<file path="src/rtl/fifo_sink_pkg.sv">
// Shared constants and FSM state encoding for the FIFO drain sink.
package fifo_sink_pkg;

    localparam int DEF_DATA_WIDTH = 16;
    localparam int DEF_CAP_DEPTH  = 32;
    localparam int CAP_AW         = $clog2(DEF_CAP_DEPTH);

    typedef enum logic [2:0] {
        ST_IDLE,
        ST_ARM,
        ST_WAIT,
        ST_CAPTURE,
        ST_GAP,
        ST_DONE
    } sink_state_e;

endpackage

</file>
<file path="src/rtl/fifo_drain_sink_if.sv">
// FIFO read-side port: the sink drives the read request, the FIFO returns empty and data.
interface fifo_drain_sink_if
    import fifo_sink_pkg::*;
#(
    parameter int DATA_WIDTH = DEF_DATA_WIDTH
);
    logic                  fifo_empty;
    logic [DATA_WIDTH-1:0] fifo_data;
    logic                  fifo_rd_en;

    modport master (input fifo_empty, input fifo_data, output fifo_rd_en);
    modport slave  (output fifo_empty, output fifo_data, input fifo_rd_en);
endinterface

</file>
<file path="src/rtl/fifo_drain_sink_cap_ram.sv">
// Capture RAM for the drain sink: one write port, one registered read port.
module sink_cap_ram
    import fifo_sink_pkg::*;
#(
    parameter int DATA_WIDTH = DEF_DATA_WIDTH,
    parameter int DEPTH      = DEF_CAP_DEPTH,
    localparam int AW        = $clog2(DEPTH)
) (
    input  logic                  rd_clk,
    input  logic                  reset_n,
    input  logic                  wr_en,
    input  logic [AW-1:0]         wr_addr,
    input  logic [DATA_WIDTH-1:0] wr_data,
    input  logic [AW-1:0]         rd_addr,
    output logic [DATA_WIDTH-1:0] rd_data
);
    logic [DATA_WIDTH-1:0] mem [DEPTH];

    // NOTE: the storage array has no reset so it maps onto plain RAM; only the read register resets.
    always_ff @(posedge rd_clk) begin
        if (wr_en) mem[wr_addr] <= wr_data;
    end

    // NOTE: non-blocking assignment here means a same-cycle read of wr_addr returns the old word.
    always_ff @(posedge rd_clk or negedge reset_n) begin
        if (!reset_n) rd_data <= '0;
        else          rd_data <= mem[rd_addr];
    end
endmodule

</file>
<file path="src/rtl/fifo_drain_sink.sv">
// Read-side FIFO consumer: pulls one word per read pulse into a capture RAM.
// Optional running checksum enabled by defining SINK_CHECKSUM_EN.
module fifo_drain_sink
    import fifo_sink_pkg::*;
#(
    parameter int DATA_WIDTH = DEF_DATA_WIDTH,
    parameter int CAP_DEPTH  = DEF_CAP_DEPTH,
    parameter int CNT_W      = $clog2(CAP_DEPTH) + 1,
    parameter int GAP_CYCLES = 0
) (
    input  logic                         rd_clk,
    input  logic                         reset_n,
    input  logic                         start,
    input  logic                         stop,
    fifo_drain_sink_if.master            fifo,
    output logic                         busy,
    output logic                         done,
    output logic [CNT_W-1:0]             word_count,
    output logic [DATA_WIDTH-1:0]        last_word,
    input  logic [$clog2(CAP_DEPTH)-1:0] cap_addr,
    output logic [DATA_WIDTH-1:0]        cap_data,
    output logic [DATA_WIDTH-1:0]        checksum
);
    localparam int AW       = $clog2(CAP_DEPTH);
    localparam int GW       = (GAP_CYCLES > 1) ? $clog2(GAP_CYCLES) : 1;
    localparam int GAP_LAST = (GAP_CYCLES > 0) ? GAP_CYCLES - 1 : 0;

    sink_state_e   state_q, state_d;
    logic [GW-1:0] gap_q;
    logic          rd_en_q;
    logic          cap_we;
    logic          cap_last;
    logic          session_start;

    assign session_start = start && (state_q == ST_IDLE || state_q == ST_DONE);
    assign cap_we        = (state_q == ST_CAPTURE) && (word_count < CNT_W'(CAP_DEPTH));
    assign cap_last      = (word_count == CNT_W'(CAP_DEPTH - 1));
    assign busy          = (state_q != ST_IDLE) && (state_q != ST_DONE);
    assign done          = (state_q == ST_DONE);
    assign fifo.fifo_rd_en = rd_en_q;

    always_comb begin
        // NOTE: default first so no branch leaves state_d unassigned and infers a latch.
        state_d = state_q;
        case (state_q)
            ST_IDLE:    if (start) state_d = ST_ARM;
            ST_ARM:     if (stop) state_d = ST_DONE;
                        else if (!fifo.fifo_empty) state_d = ST_WAIT;
            ST_WAIT:    state_d = ST_CAPTURE;
            ST_CAPTURE: if (cap_last || stop) state_d = ST_DONE;
                        else if (GAP_CYCLES == 0) state_d = ST_ARM;
                        else state_d = ST_GAP;
            ST_GAP:     if (stop) state_d = ST_DONE;
                        else if (gap_q == GW'(GAP_LAST)) state_d = ST_ARM;
            ST_DONE:    if (start) state_d = ST_ARM;
            default:    state_d = ST_IDLE;
        endcase
    end

    // Read pulse is high exactly while the FSM sits in WAIT, from a flop rather than a decode.
    always_ff @(posedge rd_clk or negedge reset_n) begin
        if (!reset_n) begin
            state_q    <= ST_IDLE;
            rd_en_q    <= 1'b0;
            gap_q      <= '0;
            word_count <= '0;
            last_word  <= '0;
        end else begin
            state_q <= state_d;
            rd_en_q <= (state_d == ST_WAIT);
            if (state_q == ST_CAPTURE) gap_q <= '0;
            else if (state_q == ST_GAP) gap_q <= gap_q + GW'(1);
            if (session_start) begin
                word_count <= '0;
            end else if (cap_we) begin
                word_count <= word_count + CNT_W'(1);
                last_word  <= fifo.fifo_data;
            end
        end
    end

`ifdef SINK_CHECKSUM_EN
    always_ff @(posedge rd_clk or negedge reset_n) begin
        if (!reset_n)          checksum <= '0;
        else if (session_start) checksum <= '0;
        else if (cap_we)        checksum <= checksum + fifo.fifo_data;
    end
`else
    assign checksum = '0;
`endif

    sink_cap_ram #(
        .DATA_WIDTH (DATA_WIDTH),
        .DEPTH      (CAP_DEPTH)
    ) u_cap_ram (
        .rd_clk  (rd_clk),
        .reset_n (reset_n),
        .wr_en   (cap_we),
        .wr_addr (word_count[AW-1:0]),
        .wr_data (fifo.fifo_data),
        .rd_addr (cap_addr),
        .rd_data (cap_data)
    );
endmodule

</file>
<file path="src/flat_wrapper.sv">
// flat-port wrapper written by rule: the top's interface ports become plain ports
module fifo_drain_sink_flat import fifo_sink_pkg::*;
#(
    parameter int DATA_WIDTH = DEF_DATA_WIDTH,
    parameter int CAP_DEPTH  = DEF_CAP_DEPTH,
    parameter int CNT_W      = $clog2(CAP_DEPTH) + 1,
    parameter int GAP_CYCLES = 0
)
  (rd_clk, reset_n, start, stop, busy, done, word_count, last_word, cap_addr, cap_data, checksum, fifo_fifo_empty, fifo_fifo_data, fifo_fifo_rd_en);
  fifo_drain_sink_if #(.DATA_WIDTH(DATA_WIDTH)) fifo_i ();
  input  logic rd_clk;
  input  logic reset_n;
  input  logic start;
  input  logic stop;
  output logic busy;
  output logic done;
  output logic [CNT_W-1:0] word_count;
  output logic [DATA_WIDTH-1:0] last_word;
  input  logic [$clog2(CAP_DEPTH)-1:0] cap_addr;
  output logic [DATA_WIDTH-1:0] cap_data;
  output logic [DATA_WIDTH-1:0] checksum;
  input wire logic [$bits(fifo_i.fifo_empty)-1:0] fifo_fifo_empty;
  input wire logic [$bits(fifo_i.fifo_data)-1:0] fifo_fifo_data;
  output wire logic [$bits(fifo_i.fifo_rd_en)-1:0] fifo_fifo_rd_en;
  assign fifo_i.fifo_empty = fifo_fifo_empty;
  assign fifo_i.fifo_data = fifo_fifo_data;
  assign fifo_fifo_rd_en = fifo_i.fifo_rd_en;
  fifo_drain_sink #(.DATA_WIDTH(DATA_WIDTH), .CAP_DEPTH(CAP_DEPTH), .CNT_W(CNT_W), .GAP_CYCLES(GAP_CYCLES)) u_core (.rd_clk(rd_clk), .reset_n(reset_n), .start(start), .stop(stop), .fifo(fifo_i), .busy(busy), .done(done), .word_count(word_count), .last_word(last_word), .cap_addr(cap_addr), .cap_data(cap_data), .checksum(checksum));
endmodule
</file>
<file path="config.mk">
export PLATFORM = sky130hd
export DESIGN_NAME = fifo_drain_sink_flat
export DESIGN_NICKNAME = d
export VERILOG_FILES = /design/src/rtl/fifo_sink_pkg.sv /design/src/rtl/fifo_drain_sink_if.sv /design/src/rtl/fifo_drain_sink_cap_ram.sv /design/src/rtl/fifo_drain_sink.sv /design/src/flat_wrapper.sv
export SDC_FILE = /design/constraint.sdc
export NUM_CORES = 1
export LEC_CHECK = 0
export BUFFER_PORTS_ARGS = -buffer_cell sky130_fd_sc_hd__buf_2
export CORE_UTILIZATION = 50
export DETAILED_ROUTE_END_ITERATION = 10
export HOLD_SLACK_MARGIN = 0.03
export PLACE_DENSITY_LB_ADDON = 0.08
export SETUP_SLACK_MARGIN = 0.15
export SLEW_MARGIN = 20
export SYNTH_ARGS = -nofsm -noshare
export SYNTH_HDL_FRONTEND = slang
export SYNTH_SLANG_ARGS = --single-unit
</file>
<file path="constraint.sdc">
create_clock -name rd_clk -period 2.65 [get_ports rd_clk]
set_input_delay 0.3975 -clock rd_clk [delete_from_list [all_inputs] [get_ports rd_clk]]
set_output_delay 0.3975 -clock rd_clk [all_outputs]
set_load 0.005 [all_outputs]
</file>
After elaboration in Yosys (flattened, before gate mapping) --
Memories as Yosys holds them, arrays and structs flattened. A register that Yosys moved wholly into a read port is not among the register bits. Cells that the tools add are included. Widths: inputs -> output; s select.
Storage, ports and cells: register bits 27, latch bits 0, bits in writable memories 512, ROM bits 0, input port bits 26, output and inout bits 57, logic and storage cells 43, memories kept 1
Memories:
- u_core.u_cap_ram.mem | words 32, bits a word 16, read ports 1, clocked after Yosys merged registers in 1, wr ports 1, line fifo_drain_sink_cap_ram.sv:17 | logic [DATA_WIDTH-1:0] mem [DEPTH];
Operators by class: add/sub/neg operators 2, multiply operators 0, divide/modulo/power cells 0, magnitude comparators 1, equality and inequality tests 8, shift operators 0, multiplexer cells 13, bitwise logic cells 1, reduce and logical (&&, ||, !) cells 12
Operators by type and width (number):
- $mux 3 | 6
- $pmux 3 s5 | 1
- $mux 6 | 2
- $eq 3x2->1 const B | 3
- $add 6x1->6 const B | 1
- $eq 3x3->1 const B | 2
- $eq 6x5->1 const B | 1
- $lt 6x6->1 const B | 1
- $mux 1 | 4
- $reduce_bool 2->1 | 2
- $eq 3x1->1 const B | 1
- $logic_and 1x1->1 | 3
- $logic_not 3->1 | 1
- $ne 3x3->1 const B | 1
- $reduce_bool 3->1 | 1
- $logic_or 1x1->1 | 2
- $reduce_and 2->1 | 1
- $reduce_or 2->1 | 1
- $add 1x1->1 const B | 1
- $logic_not 1->1 | 1
- $not 1->1 | 1

Longest topological paths before layout --
Gate-level depths: netlist of the first run.
depth in word-level cells 5, mapped depth 8, gate-level depth less buffers 5

Hierarchy --
Synthesis of the first run repeated with hierarchy kept, for this count alone.
Second synthesis, totals: cells, all modules 1289, area, all modules 21912.3 um2
Modules (own cells, without submodules):
- sink_cap_ram | times used 1, cells an instance 1143, area each 20614.8 um2, seq. area each 15775.1 um2
- fifo_drain_sink | times used 1, cells an instance 146, area each 1297.5 um2, seq. area each 675.6 um2

Worst setup path after synthesis of the first run --
Ideal clock, no wire load.
kind register to register, start point register u_core.state_q[0], end point memory u_core.u_cap_ram.mem[12][0] (netlist bit) (enable), library setup time 0.388 ns, arrival time 1.852 ns, required time 2.262 ns, path slack 0.409 ns, stages on the path, launching flop included 7, path buffers 2, period minus slack after synthesis 2.241 ns, cells stage by stage dfrtp_1 buf_2 nand2_2 nor3_4 buf_2 nand2_2 nor2_1
On the way: longest elaborated chain between the ends 4
Ends and longest elaborated chain:
- from (decl) | line fifo_drain_sink.sv:28 | sink_state_e state_q, state_d;
- from (signal assigned) | line fifo_drain_sink.sv:69 | state_q <= state_d;
- $eq 3x2->1 | line fifo_drain_sink.sv:36 | assign cap_we = (state_q == ST_CAPTURE) && (word_count < CNT_W'(CAP_DEPTH));
- $logic_and 1x1->1 | line fifo_drain_sink.sv:36
- $mux 1 | line fifo_drain_sink_cap_ram.sv:21 | if (wr_en) mem[wr_addr] <= wr_data;
- $mux 1 (implied by the code) | line fifo_drain_sink_cap_ram.sv:21
- to (decl) | line fifo_drain_sink_cap_ram.sv:17
Every way passes these cells.

Worst setup path after layout of the first run --
start point register u_core.state_q[0], end point memory u_core.u_cap_ram.mem[18][5] (netlist bit) (enable)
Same word-level chain as after synthesis.

==> results.yml, run 1 <==
drt:
  detail_route.drc_violations: 0
  wire_per_inst_um: 25.93
  vias: 11610
  firstDrtPassIters: 5
  first_iter_violations: 929
  wl_mm: 53.11
  final_antenna_net_count: 0
  via_per_inst: 5.667
synthesis:
  ys_ff_latch: 555
  synth_top_cells_by_count: "edfxtp_1 (512), mux2i_1 (256), nand2_1 (87)"
  synth-main-ff-cell: "edfxtp_1"
  ys_seq_area_share_pct: 75.01
  yosys.area_share.xor_xnor_pct: 0.1597
  synth_mux_area_share_pct: 11.68
  top_area_cell_type_share_of_the_netlist_area_pct: 70.10
  synth_compound_area_share_pct: 4.975
  post_synth_num_cell_types: 39
  synth_largest_area_cell: "edfxtp_1"
  synth_most_common_cell: "edfxtp_1"
  synth-adder-area-share_pct: 0.2282
  synthArstFlopShare_pct: 7.748
  synth_edf_count: 512
  yosysWarningCount: 0
  largest_family_of_logic_cells_by_synthesized_area: "multiplexers"
  post_synth_instance_area_um2: 21930
  basic_gate_share_of_the_synthesized_area_counting_and_or_nand_and_nor_cells_pct: 4.684
  synth_cells: 1295
  syn-mean-instance-area_um2: 16.94
  post_synth_main_area_contributors: "edfxtp_1 (70%), mux2i_1 (12%), dfrtp_1 (4.9%)"
clock_tree:
  clock_tree.buffer_depth: 3
  cts-root-buf: "clkbuf_16"
  cts.reportedPaths.clkPinSlew_ns: 0.06
  cts-htree-levels: 2
  cts_made_buffers: 54
  clock_latency_ns: 0.61
  numClockSinks: 555
  post-cts-setup-buffer-count: 0
  tritoncts: "yes"
pwr:
  power_density_nw_per_um2: 762.4
  totalPowerFinal_uw: 18960
  leakagePower_uw: 0.009031
  vdd_drop_max_uv: 641.8
floorplan:
  die_y_um: 211.4
  dieArea_um2: 44710
  coreArea_um2: 43170
  die-width_um: 211.4
  top_level_ports: 83
  row_count: 76
  initial_core_util_pct: 50.80
cells_and_area:
  final_cell_count_no_fill: 2048
  finalNetCount: 1448
  n_antenna_cell: 0
  layout.filler_cells: 3353
  share_of_layout_cells_above_drive_strength_1_pct: 15.93
  area_growth_pct: 13.37
grt:
  grt_start_max_net_pins: 50
  global_route_wire_length_before_repair_mm: 77.52
  groute.usage.overall_pct: 24.36
  grt_pass1_vias: 11560
  overflow: 0
  grt_antenna_before_repair: 1
setup_path:
  top_family_by_delay_on_critical_path: "simple AND/OR/NAND/NOR gates"
  critical_path_class: "register to register"
  worst_path_max_delay_cell: "dfrtp_1"
  worstPathMaxFanout: 16
  critical_path_depth: 5
  critPathArrivalTime_ns: 2.38
  reg2reg_to: "u_core.u_cap_ram.mem[18][5]"
  worstReg2RegStart: "u_core.state_q[0]"
  worstRegToRegCells: 5
  critical-path-max-stage-delay_ns: 0.51
  worstPathBufferInverterCount: 1
  critical_path.cell_chain: "nand2_2, nor3_4, nand2_1, nor2_1, buf_4"
  endpoint_kind: "register"
  r2r_slack_ns: 0.54
  setup.worst_path.start_class: "register"
  worstPathRequired_ns: 2.92
sta:
  final.period_utilization_pct: 79.76
  grt_setup_unrepaired: "false"
  max_slew_margin_pct: 45.91
  min_period_ns: 2.114
  timing.setup.tns_ns: 0
  timing.fmax_mhz: 473.1
  timing.clock.skew_ns: 0.01905
  timing.final.max_slew_violations: 0
  setup_violations: 0
  timing.final.hold_violations: 0
  max_slew.worst_pin.slew_ns: 0.8113
  hold-worst-slack_ns: 0.1469
placed_design:
  buffer_ports.inserted: 66
  post-place-cells: 1945
  gp_congestion: 0.7643
  detailed_place_hpwl_mm: 30.69
hold_path:
  whs_endpoint: "u_core.fifo.fifo_rd_en"
  hold_path.class: "input port to register"
  worstHoldStart: "fifo_fifo_empty"
  worstHoldPathCells: 4
status:
  result_of_the_run: "finished, final reports clean"
job:
  cap_violations: 0
routing by layer:
| metal | wire length [µm] | track usage (%) |
|---|---|---|
| met1 | 23930 | 35.30 |
| met2 | 25240 | 38.84 |
| met3 | 3055 | 3.649 |
| met4 | 880 | 6.147 |
| met5 | 0 | 0 |
cell families (layout without fill, tap and decap cells):
kind of cell	count (synthesis)	in the layout
adder cells (fa/ha/maj)	4	4
flip-flops	555	555
AND/OR/NAND/NOR	224	224
buffers and inverters	96	249
XOR/XNOR	4	4
multiplexers	256	256
AO/OA/AOI/OAI	155	155
other	1	16
worst max path at each step:
stage / start / endpoint / slack, ns
4_1_cts: u_core.state_q[0] / u_core.u_cap_ram.mem[18][5] / 0.54
3_3_place_gp: cap_addr[1] / u_core.u_cap_ram.rd_data[2] / 0.27
2_1_floorplan: u_core.state_q[0] / u_core.u_cap_ram.mem[12][0] / 0.41
5_1_grt: u_core.state_q[0] / u_core.u_cap_ram.mem[22][6] / 0.41
3_5_place_dp: cap_addr[1] / u_core.u_cap_ram.rd_data[2] / 0.28
6_report: u_core.state_q[0] / u_core.u_cap_ram.mem[18][5] / 0.54
state kept, by name, summed over array words and instances, names as in the netlist:
register / count
u_core.u_cap_ram.mem: 512
u_core.last_word: 16
u_core.u_cap_ram.rd_data: 16
u_core.word_count: 6
u_core.state_q: 3
u_core.fifo.fifo_rd_en: 1
u_core.gap_q: 1
layout make-up:
type	instances	area, µm²	area share (%)
clock inverter	33	262.8	1.057
clock buffer	68	1425	5.731
inverter	5	18.77	0.07548
sequential	555	16450	66.16
tap	585	732.0	2.944
multi-input combinational	659	4865	19.56
timing repair buffer	143	1111	4.468
cell usage in the layout (no fill, tap or decap), types with 4 or more instances in the layout:
master,count
mux2i_1,256
a22oi_1,64
nand2_1,87
nor2_1,37
a31oi_1,16
inv_1,5
clkinvlp_4,5
nor3_1,18
clkinv_2,8
nand4_1,18
edfxtp_1,512
xor2_1,4
clkbuf_16,55
buf_4,60
clkinv_1,15
conb_1,16
nand3_1,33
buf_12,15
bufinv_16,4
nand3b_1,4
nor2_2,9
clkbuf_1,13
a21oi_1,36
dfrtp_1,43
buf_2,65
a22o_1,32
ha_1,4
nand2_2,4
repair_timing:
item	CTS	global route
endpoints found under the hold margin	44	0
gates resized for setup	0	0
hold buffers	2	0
where the power goes:
group / internal (µW) / switching (µW) / leakage, µW
Clock: 4190 / 3220 / 0.000810
Sequential: 9820 / 196 / 0.00513
Combinational: 573 / 963 / 0.00309
stage by stage:
step	worst slack [ns]	util [%]	cell area [µm²]
after global placement	0.2700	53.64	23160
final	0.5363	57.60	24870
after global routing	0.4102	57.60	24870
after detailed placement	0.2848	53.64	23160
after CTS	0.5358	57.60	24870
after floorplan	0.4093	-	21990
worst register-to-register path: cells and delay by family (launching register included):
kind                   cells  cell delay, ns
buffers and inverters      1            0.32
flip-flops                 1            0.51
AND/OR/NAND/NOR            4            0.96
(Power assumes the default switching activity.)
==> run 2: changes to the inputs <==
- clock period: 2.65 -> 1.93 ns (I/O delays scaled with it)
==> run 2 against run 1 <==
The run now ends with negative setup slack left. Critical endpoint is now u_core.u_cap_ram.mem[20][13]. Utilization increased by 3.5 points. Cell count increased by 2.6%. Power increased by 42%. Critical path type unchanged. Largest power group unchanged. Sequential cell count unchanged.
==> results.yml, run 2 (synthesized netlist as in run 1, its figures left out) <==
floorplan:
  initial_core_util_pct: 50.80
  dieArea_um2: 44710
  die-width_um: 211.4
  top_level_ports: 83
  coreArea_um2: 43170
  die_y_um: 211.4
  row_count: 76
clock_tree:
  cts_made_buffers: 55
  cts-root-buf: "clkbuf_16"
  tritoncts: "yes"
  clock_latency_ns: 0.61
  cts-htree-levels: 2
  cts.reportedPaths.clkPinSlew_ns: 0.06
  clock_tree.buffer_depth: 3
  numClockSinks: 555
sta:
  max_slew_margin_pct: 47.12
  finalWorstSetupSlack_ns: -0.006493
  min_period_ns: 1.936
  grt_setup_unrepaired: "true"
  setup_violations: 8
  timing.clock.skew_ns: 0.02603
  timing.final.max_slew_violations: 0
  timing.fmax_mhz: 516.4
  final.period_utilization_pct: 100.3
  timing.setup.tns_ns: -0.02810
  timing.final.hold_violations: 0
  max_slew.worst_pin.slew_ns: 0.7931
cells_and_area:
  multi_input_comb_area_um2: 5159
  largest_reg_flops: 512
  share_of_layout_cells_above_drive_strength_1_pct: 21.90
  largestRegisters: "u_core.u_cap_ram.mem x512, u_core.last_word x16, u_core.u_cap_ram.rd_data x16"
  layout.cells.most_common_list: "edfxtp_1 (512), mux2i_1 (256), nand2_1 (86)"
  max_flop_register: "u_core.u_cap_ram.mem"
  area_growth_pct: 20.24
  layout.cells.most_common: "edfxtp_1"
  layout.filler_cells: 3257
  finalNetCount: 1499
  final_cell_count_no_fill: 2102
  final_core_utilization_pct: 61.09
  register_area_um2: 16450
status:
  failing_checks: "negative setup slack"
  result_of_the_run: "finished, violations left"
pwr:
  clockPowerShare_pct: 39.2
  switching_power_uw: 6200
  power_density_nw_per_um2: 1023
  p_int_uw: 20770
  share_comb_of_total_power_pct: 10.1
  switching_share_pct: 22.99
  leakagePower_uw: 0.009602
  power_frac_seq_pct: 50.7
  totalPowerFinal_uw: 26970
  vdd_drop_max_uv: 929.7
setup_path:
  worstReg2RegStart: "u_core.state_q[0]"
  setup.worst_path.start_class: "register"
  worstPathMaxFanout: 16
  critical_path.cell_chain: "buf_6, nand2_4, nor3_4, buf_6, buf_8, buf_12, nand2_8, buf_12, nor2_4, buf_12"
  worst_setup_path_startpoint: "u_core.state_q[0]"
  worst_path_most_repeated_cell: "buf_12"
  critical-path-max-stage-delay_ns: 0.37
  critPathArrivalTime_ns: 2.23
  worst_path_max_delay_cell: "dfrtp_1"
  worstPathRequired_ns: 2.23
  critical_path_class: "register to register"
  endpoint_kind: "register"
  worstRegToRegCells: 10
grt:
  overflow: 0
  global_route_wire_length_before_repair_mm: 75.47
  grt_start_max_net_pins: 48
  grt_pass1_vias: 12010
  grt_antenna_before_repair: 1
  groute.usage.overall_pct: 23.63
drt:
  first_iter_violations: 768
  vias: 11640
  final_antenna_net_count: 0
  wire_per_inst_um: 24.60
  detail_route.drc_violations: 0
  via_per_inst: 5.538
  firstDrtPassIters: 5
  wl_mm: 51.72
hold_path:
  hold_path.class: "input port to asynchronous set/reset pin"
placed_design:
  preCtsSetupSlack_ns: -0.1165
  detailed_place_hpwl_mm: 31.60
  buffer_ports.inserted: 66
  post-place-cells: 1967
  gp_congestion: 0.7447
job:
  cap_violations: 0
## run 2: cell types whose count changed in the layout (fill, tap and decap cells not counted), sizes merged
| cell | previous run | this run |
|---|---|---|
| buf | 141 | 189 |
| bufinv | 4 | 3 |
| clkbuf | 68 | 75 |
| clkinvlp | 5 | 2 |
| diode | 0 | 1 |
| dlygate4sd3 | 2 | 4 |
## run 2: final cells by class
| type | count | share of cell area, % |
|---|---|---|
| inverters | 5 | 0.07117 |
| well taps | 585 | 2.776 |
| clock buffers | 75 | 6.002 |
| flip-flops and latches | 555 | 62.38 |
| multi-input cells | 659 | 19.56 |
| clock inverters | 29 | 0.9204 |
| repair buffers | 193 | 8.279 |
| diodes | 1 | 0.009489 |
## run 2: power by group through the flow
| stage | logic [µW] | clock network, µW | registers [µW] |
|---|---|---|---|
| finish | 2720 | 10600 | 13700 |
| global route | 2940 | 11200 | 13700 |
| CTS | 2710 | 10700 | 13700 |
| detailed placement | 2380 | 0 | 13900 |
| global placement | 2350 | 0 | 13900 |
| floorplan | 1290 | 0 | 13900 |
## run 2: path summary, 6_finish.rpt
| check | slack [ns] | end |
|---|---|---|
| setup / recovery | -0.006 | u_core.u_cap_ram.mem[20][13] |
| hold / removal | 0.21 | u_core.last_word[14] |
| setup reg to reg | -0.006 | u_core.u_cap_ram.mem[20][13] |
| hold reg to reg | 0.48 | u_core.last_word[8] |
| max in group asynchronous | 1.44 | u_core.u_cap_ram.rd_data[8] |
| min in group rd_clk | 0.21 | u_core.last_word[7] |
## run 2: per-stage QoR
stage	hold WS, ns	area (µm²)
after floorplan	-0.006091	22220
after CTS	0.1818	26330
final	0.2066	26370
after global routing	0.2224	26370
after detailed placement	0.3165	24020
after global placement	0.3149	24020
## run 2: critical path: cells and delay by family, from the launching register on
kind	cells	cell delay [ns]
AND/OR/NAND/NOR	4	0.44
buffers and inverters	6	0.81
flip-flops	1	0.37
## run 2: metal layers
metal / part of all wire (%) / routed length [µm] / global-route usage [%] / up-vias
li1: - / - / - / 5357
met1: 43 / 22480 / 31.27 / 5991
met2: 51 / 26320 / 40.71 / 217
met3: 3.3 / 1682 / 3.056 / 75
met4: 2.4 / 1233 / 7.296 / 0
met5: 0 / 0 / 0 / -
## run 2: what timing repair did
action                                 in CTS  in global routing
cloned                                      3                  0
gates resized for setup                    28                  6
hold buffers                                4                  0
endpoints found under the hold margin      47                  0
pin swaps                                   4                  5
setup buffers                              21                  2
setup endpoints to repair                 370                533
==> run 3: changes to the inputs <==
- CELL_PAD_IN_SITES_DETAIL_PLACEMENT: not set -> 1
- CELL_PAD_IN_SITES_GLOBAL_PLACEMENT: not set -> 1
- CORE_UTILIZATION: 50 -> 48
==> run 3 against run 2 <==
The flow now finishes without violations. Clock power is 4% lower. Routed wire length is 13% higher. Via count is 5.0% higher. Clock skew is 0.010 ns lower. Sequential share of layout area is 0.39 points lower. First-iteration DRC count is 40% higher. Combinational power is 8.5% higher. Maximum frequency is 0.84% higher. Utilization is 1.6 points lower. Setup slack better by 0.016 ns. Largest cell class unchanged.
==> results.yml, run 3 (synthesized netlist as in run 1, its figures left out) <==
status:
  result_of_the_run: "finished, final reports clean"
pwr:
  vdd_drop_max_uv: 884.4
  leakagePower_uw: 0.009677
  power_density_nw_per_um2: 1012
floorplan:
  row_count: 77
  top_level_ports: 83
  die-width_um: 215.8
  die_y_um: 215.8
  coreArea_um2: 44610
  initial_core_util_pct: 49.17
  dieArea_um2: 46550
hold_path:
  whs_endpoint: "u_core.u_cap_ram.mem[10][10]"
  worstHoldStart: "fifo_fifo_data[10]"
  worstHoldPathCells: 2
  hold_path.class: "input port to register"
cells_and_area:
  layout.cells.most_common: "edfxtp_1"
  share_of_layout_cells_above_drive_strength_1_pct: 22.08
  final_cell_count_no_fill: 2134
  largest_reg_flops: 512
  largestRegisters: "u_core.u_cap_ram.mem x512, u_core.last_word x16, u_core.u_cap_ram.rd_data x16"
  max_flop_register: "u_core.u_cap_ram.mem"
  layout.cells.most_common_list: "edfxtp_1 (512), mux2i_1 (256), nand2_1 (86)"
  area_growth_pct: 20.99
  layout.filler_cells: 3995
  finalNetCount: 1530
  final_core_utilization_pct: 59.49
setup_path:
  endpoint_kind: "register"
  worstPathRequired_ns: 2.24
  critPathArrivalTime_ns: 2.23
  worstPathMaxFanout: 8
  reg2reg_to: "u_core.u_cap_ram.mem[9][15]"
  worstReg2RegStart: "u_core.state_q[2]"
  r2r_slack_ns: 0.01
  worstRegToRegCells: 7
  setup.worst_path.start_class: "register"
  critical_path_class: "register to register"
sta:
  hold-worst-slack_ns: 0.1507
  timing.final.max_slew_violations: 0
  max_slew_margin_pct: 44.91
  timing.clock.skew_ns: 0.01607
  setup_violations: 0
  grt_setup_unrepaired: "true"
  max_slew.worst_pin.slew_ns: 0.8264
  timing.final.hold_violations: 0
  final.period_utilization_pct: 99.50
  min_period_ns: 1.920
  finalWorstSetupSlack_ns: 0.009591
  timing.fmax_mhz: 520.7
clock_tree:
  cts.reportedPaths.clkPinSlew_ns: 0.06
  clock_tree.buffer_depth: 3
  numClockSinks: 555
  clock_latency_ns: 0.60
  cts-htree-levels: 2
  cts_made_buffers: 56
  tritoncts: "yes"
  cts-root-buf: "clkbuf_16"
placed_design:
  detailed_place_hpwl_mm: 35.86
  gp_congestion: 0.7898
  preCtsSetupSlack_ns: -0.1264
  post-place-cells: 2002
  buffer_ports.inserted: 66
grt:
  grt_pass1_vias: 12640
  groute.usage.overall_pct: 25.18
  overflow: 0
  grt_antenna_before_repair: 3
  grt_start_max_net_pins: 34
  global_route_wire_length_before_repair_mm: 84.65
drt:
  detail_route.drc_violations: 0
  wire_per_inst_um: 27.39
  final_antenna_net_count: 0
  vias: 12220
  firstDrtPassIters: 5
  wl_mm: 58.46
  via_per_inst: 5.726
  first_iter_violations: 1079
job:
  cap_violations: 0
==> run 3: layout make-up <==
class                      instances  area, µm²  share of cell area [%]
antenna                            2      5.005                 0.01886
clock buffer                      78       1555                   5.861
clock inverter                    20      142.6                  0.5375
inverter                           5      18.77                 0.07072
multi-input combinational        660       5194                   19.57
sequential                       555      16450                   61.99
tap                              592      740.7                   2.791
timing repair buffer             222       2430                   9.156
==> run 3: repair_timing <==
| item | 4_1_cts | 5_1_grt |
|---|---|---|
| cloned | 1 | 3 |
| hold endpoints to repair | 25 | 0 |
| endpoints found under the setup margin | 110 | 513 |
| gates resized for setup | 28 | 15 |
| setup buffers | 15 | 8 |
| hold buffers | 5 | 0 |
| pin swaps | 3 | 8 |
==> run 3: power by group <==
part           total [µW]  internal, µW  switching [µW]
clock network       10200          5830            4350
registers           13700         13500             225
logic                2950          1240            1710
total               26800         20600            6290
==> run 3: per-stage QoR <==
stage	total power (µW)	area, µm²	setup TNS (ns)
final	26850	26540	0
after global routing	27670	26530	-1.009
after CTS	26910	26340	0
after detailed placement	16450	24300	-0.4403
after global placement	16370	24300	-0.2495
after floorplan	15200	22220	0
==> run 3: routing by layer <==
metal  vias up  track usage, %  share of wire (%)
met3        67           3.312                4.9
met4         0           7.801                2.3
met1      6377           35.66                 45
li1       5436               -                  -
met5         -               0                  0
met2       340           40.65                 48
==> run 3: worst max path at each step <==
| stage | startpoint | to | cells past startpoint |
|---|---|---|---|
| 6_report | u_core.state_q[2] | u_core.u_cap_ram.mem[9][15] | 7 |
| 5_1_grt | u_core.state_q[2] | u_core.u_cap_ram.mem[9][15] | 7 |
| 4_1_cts | u_core.state_q[2] | busy | 5 |
| 3_5_place_dp | cap_addr[1] | u_core.u_cap_ram.rd_data[14] | 8 |
| 3_3_place_gp | cap_addr[0] | u_core.u_cap_ram.rd_data[14] | 7 |
| 2_1_floorplan | u_core.state_q[0] | u_core.u_cap_ram.mem[15][0] | 5 |
==> run 3: critical path: stages (launching register included) <==
cell       delay, ns
dfrtp_1         0.41
buf_6           0.13
nor3_4          0.26
buf_6           0.17
nand2_8         0.06
buf_12          0.15
nor2_4          0.22
clkbuf_16       0.22
